`src/rtl/fetch_unit_pkg.sv`:
```
// Shared definitions for the instruction fetch unit: opcodes, FSM encoding,
// default widths and instruction field positions.
package fetch_unit_pkg;

  localparam int PC_W_DEF        = 16;
  localparam int IR_W_DEF        = 32;
  localparam int ACK_TIMEOUT_DEF = 15;

  localparam int OPC_HI = 31;
  localparam int OPC_LO = 28;
  localparam int MM_HI  = 27;
  localparam int MM_LO  = 24;

  typedef enum logic [3:0] {
    NOOP = 4'h0,
    LOD  = 4'h1,
    STR  = 4'h2,
    ADD  = 4'h3,
    SUB  = 4'h4,
    AND  = 4'h5,
    OR   = 4'h6,
    XOR  = 4'h7,
    NOT  = 4'h8,
    SHL  = 4'h9,
    SHR  = 4'hA,
    CMP  = 4'hB,
    BRA  = 4'hC,
    BRZ  = 4'hD,
    BRN  = 4'hE,
    HLT  = 4'hF
  } opcode_e;

  typedef enum logic [1:0] {
    S_IDLE = 2'd0,
    S_REQ  = 2'd1,
    S_ERR  = 2'd2
  } state_t;

endpackage

```
`src/rtl/fetch_unit_pc_unit.sv`:
```
// Program counter: post-fetch increment, absolute load or signed relative
// branch, all wrapping modulo 2^PC_W.
module pc_unit
  import fetch_unit_pkg::*;
#(
  parameter int PC_W = PC_W_DEF
) (
  input  logic            clk,
  input  logic            rst_f,
  input  logic            ld_en,
  input  logic            ld_rel,
  input  logic [PC_W-1:0] ld_val,
  input  logic            inc_en,
  input  logic [PC_W-1:0] inc_base,
  output logic [PC_W-1:0] tgt,
  output logic [PC_W-1:0] pc
);

  logic signed [PC_W-1:0] off;
  logic signed [PC_W-1:0] one;

  function automatic logic [PC_W-1:0] wrap_add(input logic [PC_W-1:0] a,
                                               input logic signed [PC_W-1:0] b);
    return PC_W'(a + $unsigned(b));
  endfunction

  assign off = ld_val;
  assign one = PC_W'(1);
  assign tgt = ld_rel ? wrap_add(pc, off) : ld_val;

  always_ff @(posedge clk or negedge rst_f) begin
    if (!rst_f) begin
      pc <= '0;
    end else if (inc_en) begin
      pc <= wrap_add(inc_base, one);
    end else if (ld_en) begin
      pc <= tgt;
    end
  end

endmodule

```
`src/rtl/fetch_unit.sv`:
```
// Instruction fetch: issues a memory read for the next instruction, captures
// it into ir with opcode/mm fields, and flags a sticky error on ack timeout.
module fetch_unit
  import fetch_unit_pkg::*;
#(
  parameter int PC_W        = PC_W_DEF,
  parameter int IR_W        = IR_W_DEF,
  parameter int ACK_TIMEOUT = ACK_TIMEOUT_DEF
) (
  input  logic            clk,
  input  logic            rst_f,
  input  logic            fetch_req,
  input  logic            br_load,
  input  logic            br_rel,
  input  logic [PC_W-1:0] br_val,
  output logic            imem_req,
  output logic [PC_W-1:0] imem_addr,
  input  logic            imem_ack,
  input  logic [IR_W-1:0] imem_data,
  output logic [IR_W-1:0] ir,
  output logic [3:0]      opcode,
  output logic [3:0]      mm,
  output logic [PC_W-1:0] pc,
  output logic            fetch_done,
  output logic            busy,
  output logic            fetch_err
);

  localparam int CNT_W = $clog2(ACK_TIMEOUT + 1);

  state_t            state;
  logic [CNT_W-1:0]  wait_cnt;
  logic [PC_W-1:0]   br_tgt;
  logic [PC_W-1:0]   fetch_addr;
  logic              in_idle;
  logic              take_ack;
  logic              br_only;
  logic [IR_W-1:0]   ir_p1;
  logic [3:0]        opc_p1;
  logic [3:0]        mm_p1;
  logic              vld_p1;

  assign in_idle    = (state == S_IDLE);
  assign take_ack   = (state == S_REQ) && imem_ack;
  assign br_only    = in_idle && br_load && !fetch_req;
  assign fetch_addr = br_load ? br_tgt : pc;

  pc_unit #(
    .PC_W (PC_W)
  ) u_pc (
    .clk      (clk),
    .rst_f    (rst_f),
    .ld_en    (br_only),
    .ld_rel   (br_rel),
    .ld_val   (br_val),
    .inc_en   (take_ack),
    .inc_base (imem_addr),
    .tgt      (br_tgt),
    .pc       (pc)
  );

  always_ff @(posedge clk or negedge rst_f) begin
    if (!rst_f) begin
      state     <= S_IDLE;
      wait_cnt  <= '0;
      imem_req  <= 1'b0;
      imem_addr <= '0;
      busy      <= 1'b0;
      fetch_err <= 1'b0;
      ir_p1     <= '0;
      opc_p1    <= '0;
      mm_p1     <= '0;
      vld_p1    <= 1'b0;
    end else begin
      vld_p1 <= 1'b0;
      case (state)
        S_IDLE: begin
          if (fetch_req) begin
            state     <= S_REQ;
            wait_cnt  <= '0;
            imem_addr <= fetch_addr;
            imem_req  <= 1'b1;
            busy      <= 1'b1;
          end
        end
        S_REQ: begin
          // p1: instruction word captured on the ack cycle
          if (imem_ack) begin
            state    <= S_IDLE;
            imem_req <= 1'b0;
            busy     <= 1'b0;
            ir_p1    <= imem_data;
            opc_p1   <= imem_data[OPC_HI:OPC_LO];
            mm_p1    <= imem_data[MM_HI:MM_LO];
            vld_p1   <= 1'b1;
          end else begin
            wait_cnt <= wait_cnt + 1'b1;
            if (wait_cnt == CNT_W'(ACK_TIMEOUT - 1)) begin
              state     <= S_ERR;
              imem_req  <= 1'b0;
              fetch_err <= 1'b1;
            end
          end
        end
        S_ERR: begin
          state <= S_ERR;
        end
        default: begin
          state <= S_IDLE;
        end
      endcase
    end
  end

  assign ir         = ir_p1;
  assign opcode     = opc_p1;
  assign mm         = mm_p1;
  assign fetch_done = vld_p1;

endmodule

```
`config.mk`:
```
export PLATFORM = sky130hd
export DESIGN_NAME = fetch_unit
export DESIGN_NICKNAME = d
export VERILOG_FILES = /design/src/rtl/fetch_unit_pkg.sv /design/src/rtl/fetch_unit_pc_unit.sv /design/src/rtl/fetch_unit.sv
export SDC_FILE = /design/constraint.sdc
export NUM_CORES = 1
export LEC_CHECK = 0
export CAP_MARGIN = 20
export CORE_ASPECT_RATIO = 1.2
export CORE_MARGIN = 2
export CORE_UTILIZATION = 51
export CTS_CLUSTER_DIAMETER = 120
export DETAILED_ROUTE_END_ITERATION = 16
export PLACE_DENSITY = 0.95
export REMOVE_ABC_BUFFERS = 1
export SLEW_MARGIN = 15
export SYNTH_ARGS = -nofsm -noshare
export SYNTH_HDL_FRONTEND = slang
export SYNTH_SLANG_ARGS = --single-unit
```
`constraint.sdc`:
```
create_clock -name clk -period 3.53 [get_ports clk]
set_input_delay 0.5295 -clock clk [delete_from_list [all_inputs] [get_ports clk]]
set_output_delay 0.5295 -clock clk [all_outputs]
set_load 0.05 [all_outputs]
```
* Word level (Yosys, flattened, before mapping)
Index checks and enable logic that the tools add are counted.
** Word-level totals
- Output and inout bits :: 76
- Register bits after elaboration :: 82
- Logic and storage cells :: 55
- Bits of input ports :: 54
** Cells by class
- Mux-type cells :: 19
- Reduce and logical (&&, ||, !) cells :: 14
- Bitwise operators :: 1
- Equal/unequal tests :: 7
- $add $sub $neg :: 3
** Operators with widths (count)
- 16-bit two-way mux :: 4
- 16-bit by 1-bit adder with 16-bit output (second input constant) :: 1
- 16-bit adder :: 1
- 3-bit AND reduction :: 4
- 4-bit two-way mux :: 2
- 4-bit one-hot mux with 2 select lines :: 1
- 1-bit two-way mux :: 6
- 2-bit two-way mux :: 3
- 2-bit != test (second input constant) :: 3
- 2-bit one-hot mux with 3 select lines :: 1
- 2-bit AND reduction :: 3
- 4-bit by 1-bit adder with 4-bit output (second input constant) :: 1
- 4-bit == test (second input constant) :: 1
- 1-bit one-hot mux with 2 select lines :: 2
- 2-bit nonzero test :: 2
- 1-bit logical AND :: 3
- 3-bit by 2-bit != test with 1-bit output (second input constant) :: 1
- 2-bit by 1-bit == test with 1-bit output (second input constant) :: 1
- 2-bit == test (second input constant) :: 1
- 2-bit logical NOT :: 1
- 1-bit logical NOT :: 1
- 1-bit inverter :: 1

* Longest topological paths before layout
- Word-level depth :: 5
- Mapped depth :: 9
- Depth with buffers taken out :: 9

* Hierarchy
Synthesis repeated with hierarchy kept, for this count alone.
** Second synthesis, totals
- Cell total of the unflattened synthesis :: 414
- Area, all modules :: 4418.0 µm²
** Modules (own cells, without submodules)
- fetch_unit :: cells an instance 189, times used 1, area each 2558.7 µm², sequential area each 1451.4 µm²
- pc_unit :: cells an instance 225, times used 1, area each 1859.3 µm², sequential area each 400.4 µm²

* Worst setup path after synthesis
No wires, ideal clock.
- Path kind :: register to register
- Start :: reg u_pc.pc[4]
- End :: reg imem_addr[15]
- Clock period less this slack :: 2517 ps
- Buffers on the path :: 0
- Stages on the path, launching flop included :: 9
- Setup time :: 124 ps
- Slack :: 1013 ps
- Data required time :: 3406 ps
- Arrival :: 2393 ps
- Cells stage by stage :: dfrtp_1 ha_1 o211ai_1 o211ai_1 nand3_1 o31ai_1 mux2i_1 mux2i_1 a211o_1
** Between the ends
- Word-level cells in the longest chain between the ends :: 3
** RTL lines
- start: declaration :: RTL line fetch_unit_pc_unit.sv:16 : output logic [PC_W-1:0] pc
- start signal: assignment :: RTL line fetch_unit_pc_unit.sv:35 : pc <= wrap_add(inc_base, one);
- start signal: assignment :: RTL line fetch_unit_pc_unit.sv:37 : pc <= tgt;
- 16-bit adder :: RTL line fetch_unit_pc_unit.sv:24 : return PC_W'(a + $unsigned(b));
- 16-bit two-way mux :: RTL line fetch_unit_pc_unit.sv:29 : assign tgt = ld_rel ? wrap_add(pc, off) : ld_val;
- 16-bit two-way mux :: RTL line fetch_unit.sv:46 : assign fetch_addr = br_load ? br_tgt : pc;
- end signal: assignment :: RTL line fetch_unit.sv:81 : imem_addr <= fetch_addr;
- end: declaration :: RTL line fetch_unit.sv:17 : output logic [PC_W-1:0] imem_addr,
Every way passes these cells.
A chain may end at the register's enable or synchronous reset.

* Worst setup path after layout
- Start :: in br_val[0]
- End :: reg u_pc.pc[12]
** Between the ends
- Word-level cells in the longest chain between the ends :: 4
** RTL lines
- start: declaration :: RTL line fetch_unit.sv:15 : input logic [PC_W-1:0] br_val,
- 16-bit adder :: RTL line fetch_unit_pc_unit.sv:24
- 16-bit two-way mux :: RTL line fetch_unit_pc_unit.sv:29
- 16-bit two-way mux :: RTL line fetch_unit_pc_unit.sv:36 : end else if (ld_en) begin
- 16-bit two-way mux :: RTL line fetch_unit_pc_unit.sv:34 : end else if (inc_en) begin
Every way passes these cells. The select of a mux whose other input is x is not followed.

==> metrics.cfg <==
[worst_setup_path]
crit_family=compound AO/OA/AOI/OAI gates
startpoint=br_val[0]
r2r_start=u_pc.pc[0]
path_class=in2reg
path_depth=9
reg2reg_to=u_pc.pc[12]
reg2reg_depth=8
cp-end-kind=flip-flop
cp_max_fo=3
cp_slowest_stage_delay_ps=450
cp.arrival_ps=3130
crit_path_end=u_pc.pc[12]
worst_ep_required_time_ps=3750
critPathSlowestCell=clkdlybuf4s50_1
rrSetupSlack_ps=870
start_kind=input pin
crit_chain=clkdlybuf4s50_1, ha_1, fa_1, a21oi_1, o21ai_0, a21oi_1, o21ai_0, a211oi_1, o221ai_1
cp.buffers_inverters=1

[logic_synthesis]
postSynthAreaPerCell_um2=8.657
synth_area_leaders=dfrtp_1 (43%), nand2_1 (12%), ha_1 (5.3%)
synth_ff_type=dfrtp_1
yosysTopAreaCellShare=0.4321
yosysUniqueCellTypes=49
synthCells=495
synth-edff-count=0
synth_most_common_cell=nand2_1
syn_area_mm2=0.004285
synth_common_cells=nand2_1 (141), dfrtp_1 (74), o21ai_0 (34)
async_flop_share=1.000
synth_top_cell_by_area=dfrtp_1
postSynthRegisterBits=74
yosys_warnings=0
seq_area_frac_synth=0.4321

[hold_path]
hp-class=in2async

[cells_and_area]
area_growth_syn_to_layout_pct=35.04
final_util=0.7098
multi_input_area_mm2=0.002233
regArea_mm2=0.001852
fin_area_mm2=0.005787
antenna_cells=0
n_fill_cell=547
drive_above_1_share=0.04862
nets=685

[clocking]
cts_buffers=9
post_cts_buffers=0
clk_latency_ps=360
cts-root-buf=clkbuf_8
cts_resized=0
cts-hold-fix-buffers=0
cts_sinks=74
cts-htree-levels=3
cts_tree=yes
clock_path_buffers=2
path_clk_slew_ps=80

[die]
die_x_um=87.68
io_pins=130
initial_core_util=0.5256
core_mm2=0.008153
die_h_um=104.4
std_cell_rows=36
die-area_mm2=0.009155

[sta]
rsz0062_at_grt=false
finalClockSkew_ps=12.81
slew_headroom=0.3047
whs_ps=267.8
max_freq_ghz=0.3441
drv_slew=0
tns_ps=0
hold_viol_final=0
max_slew.worst_pin.slew_ps=1040
fin_crit_ps=2906
finalCritPeriodShare=0.8233
setup_viol=0

[drt]
vias=4225
drt_pass1_iterations=5
routed_wl_um=12200
drt_iter0_markers=410
via_per_inst=5.780
ant_nets=0
drc=0
avgRoutedWirePerCell_um=16.69

[global_routing]
grt_pass1_vias=4248
overflow=0
antenna_found_initial=0
grtUsageTotal=0.2787
grt_max_degree=50
grt_pass1_wl_um=20030

[placement]
dp_hpwl_um=9111
gp_congestion=0.8486
io_buffers=129
placed_area_mm2=0.005623

[run]
cap_violations=0

[power_and_ir_drop]
power.leakage_nw=2.611
vdd_drop_max_mv=0.3484
finalPower_mw=1.650
p_per_area_mw_per_mm2=285.1

[status]
outcome=completed

==> cells by family after synthesis <==
family          after synthesis  synth area share
mux                          16           0.03795
xor+xnor                     24           0.04905
compound gates              105            0.1612
flops                        74            0.4321
buf+inv                      44           0.04788
simple gates                213            0.2146
fa+ha+maj                    19           0.05723
==> how the worst min path moves through the flow <==
stage	startpoint	to	slack (ps)	depth (start not counted)
final	rst_f	imem_addr[11]	270	1
after CTS	rst_f	imem_addr[11]	290	1
after floorplan	rst_f	busy	230	0
after detailed placement	ir[19]	ir[19]	470	2
after global routing	rst_f	ir[28]	350	1
after global placement	ir[12]	ir[12]	460	2
==> placed cells by master (no fill, tap or decap), types with 2 or more instances in the layout <==
cell / n
nand4_1: 5
o211ai_1: 7
o21ai_0: 34
a21oi_1: 20
xnor2_1: 12
a221o_1: 2
a211oi_1: 4
a21o_1: 4
inv_1: 12
nand3_1: 14
nand3b_1: 3
o21bai_1: 3
xor2_1: 12
clkdlybuf4s50_1: 128
or3_1: 4
ha_1: 18
nor2_1: 21
o221ai_1: 11
nor3b_1: 7
mux2_2: 2
clkbuf_8: 10
clkinv_2: 3
and3_1: 2
o31ai_1: 3
clkbuf_1: 3
nor3_1: 6
o21a_1: 2
buf_4: 8
a221oi_1: 2
nor2b_1: 4
nand2_1: 141
a31oi_1: 4
a22o_1: 2
mux2i_1: 14
dfrtp_1: 74
==> sequential cells by signal (all words and copies together) (netlist names) <==
signal	flops
imem_addr	16
state	2
wait_cnt	4
ir	32
busy	1
fetch_err	1
fetch_done	1
u_pc.pc	16
imem_req	1
==> stage by stage <==
| stage | setup WS (ps) | instances |
|---|---|---|
| detailed placement | 269.4 | 715 |
| global route | 368.3 | 731 |
| floorplan | 38.76 | 464 |
| CTS | 643.5 | 731 |
| global placement | 397.5 | 715 |
| finish | 623.6 | 731 |
==> final cells by class <==
type / instances / area share
Timing Repair Buffer: 137 / 0.2326
Multi-Input combinational cell: 377 / 0.3859
Sequential cell: 74 / 0.3200
Clock buffer: 13 / 0.02573
Inverter: 13 / 0.008432
Tap cell: 114 / 0.02465
Clock inverter: 3 / 0.002595
==> per-layer routing <==
| metal | part of all wire | global-route usage |
|---|---|---|
| met3 | 0.092 | 0.08254 |
| met4 | 0.037 | 0.1385 |
| met1 | 0.38 | 0.3294 |
| met5 | 0 | 0 |
| met2 | 0.49 | 0.4535 |
==> power breakdown <==
group | internal, mW | total (mW) | switching [mW]
sequential | 0.853 | 0.863 | 0.00998
combinational | 0.0996 | 0.210 | 0.111
clock | 0.272 | 0.577 | 0.305
total | 1.22 | 1.65 | 0.426
Power figures use the tool's default switching activity.
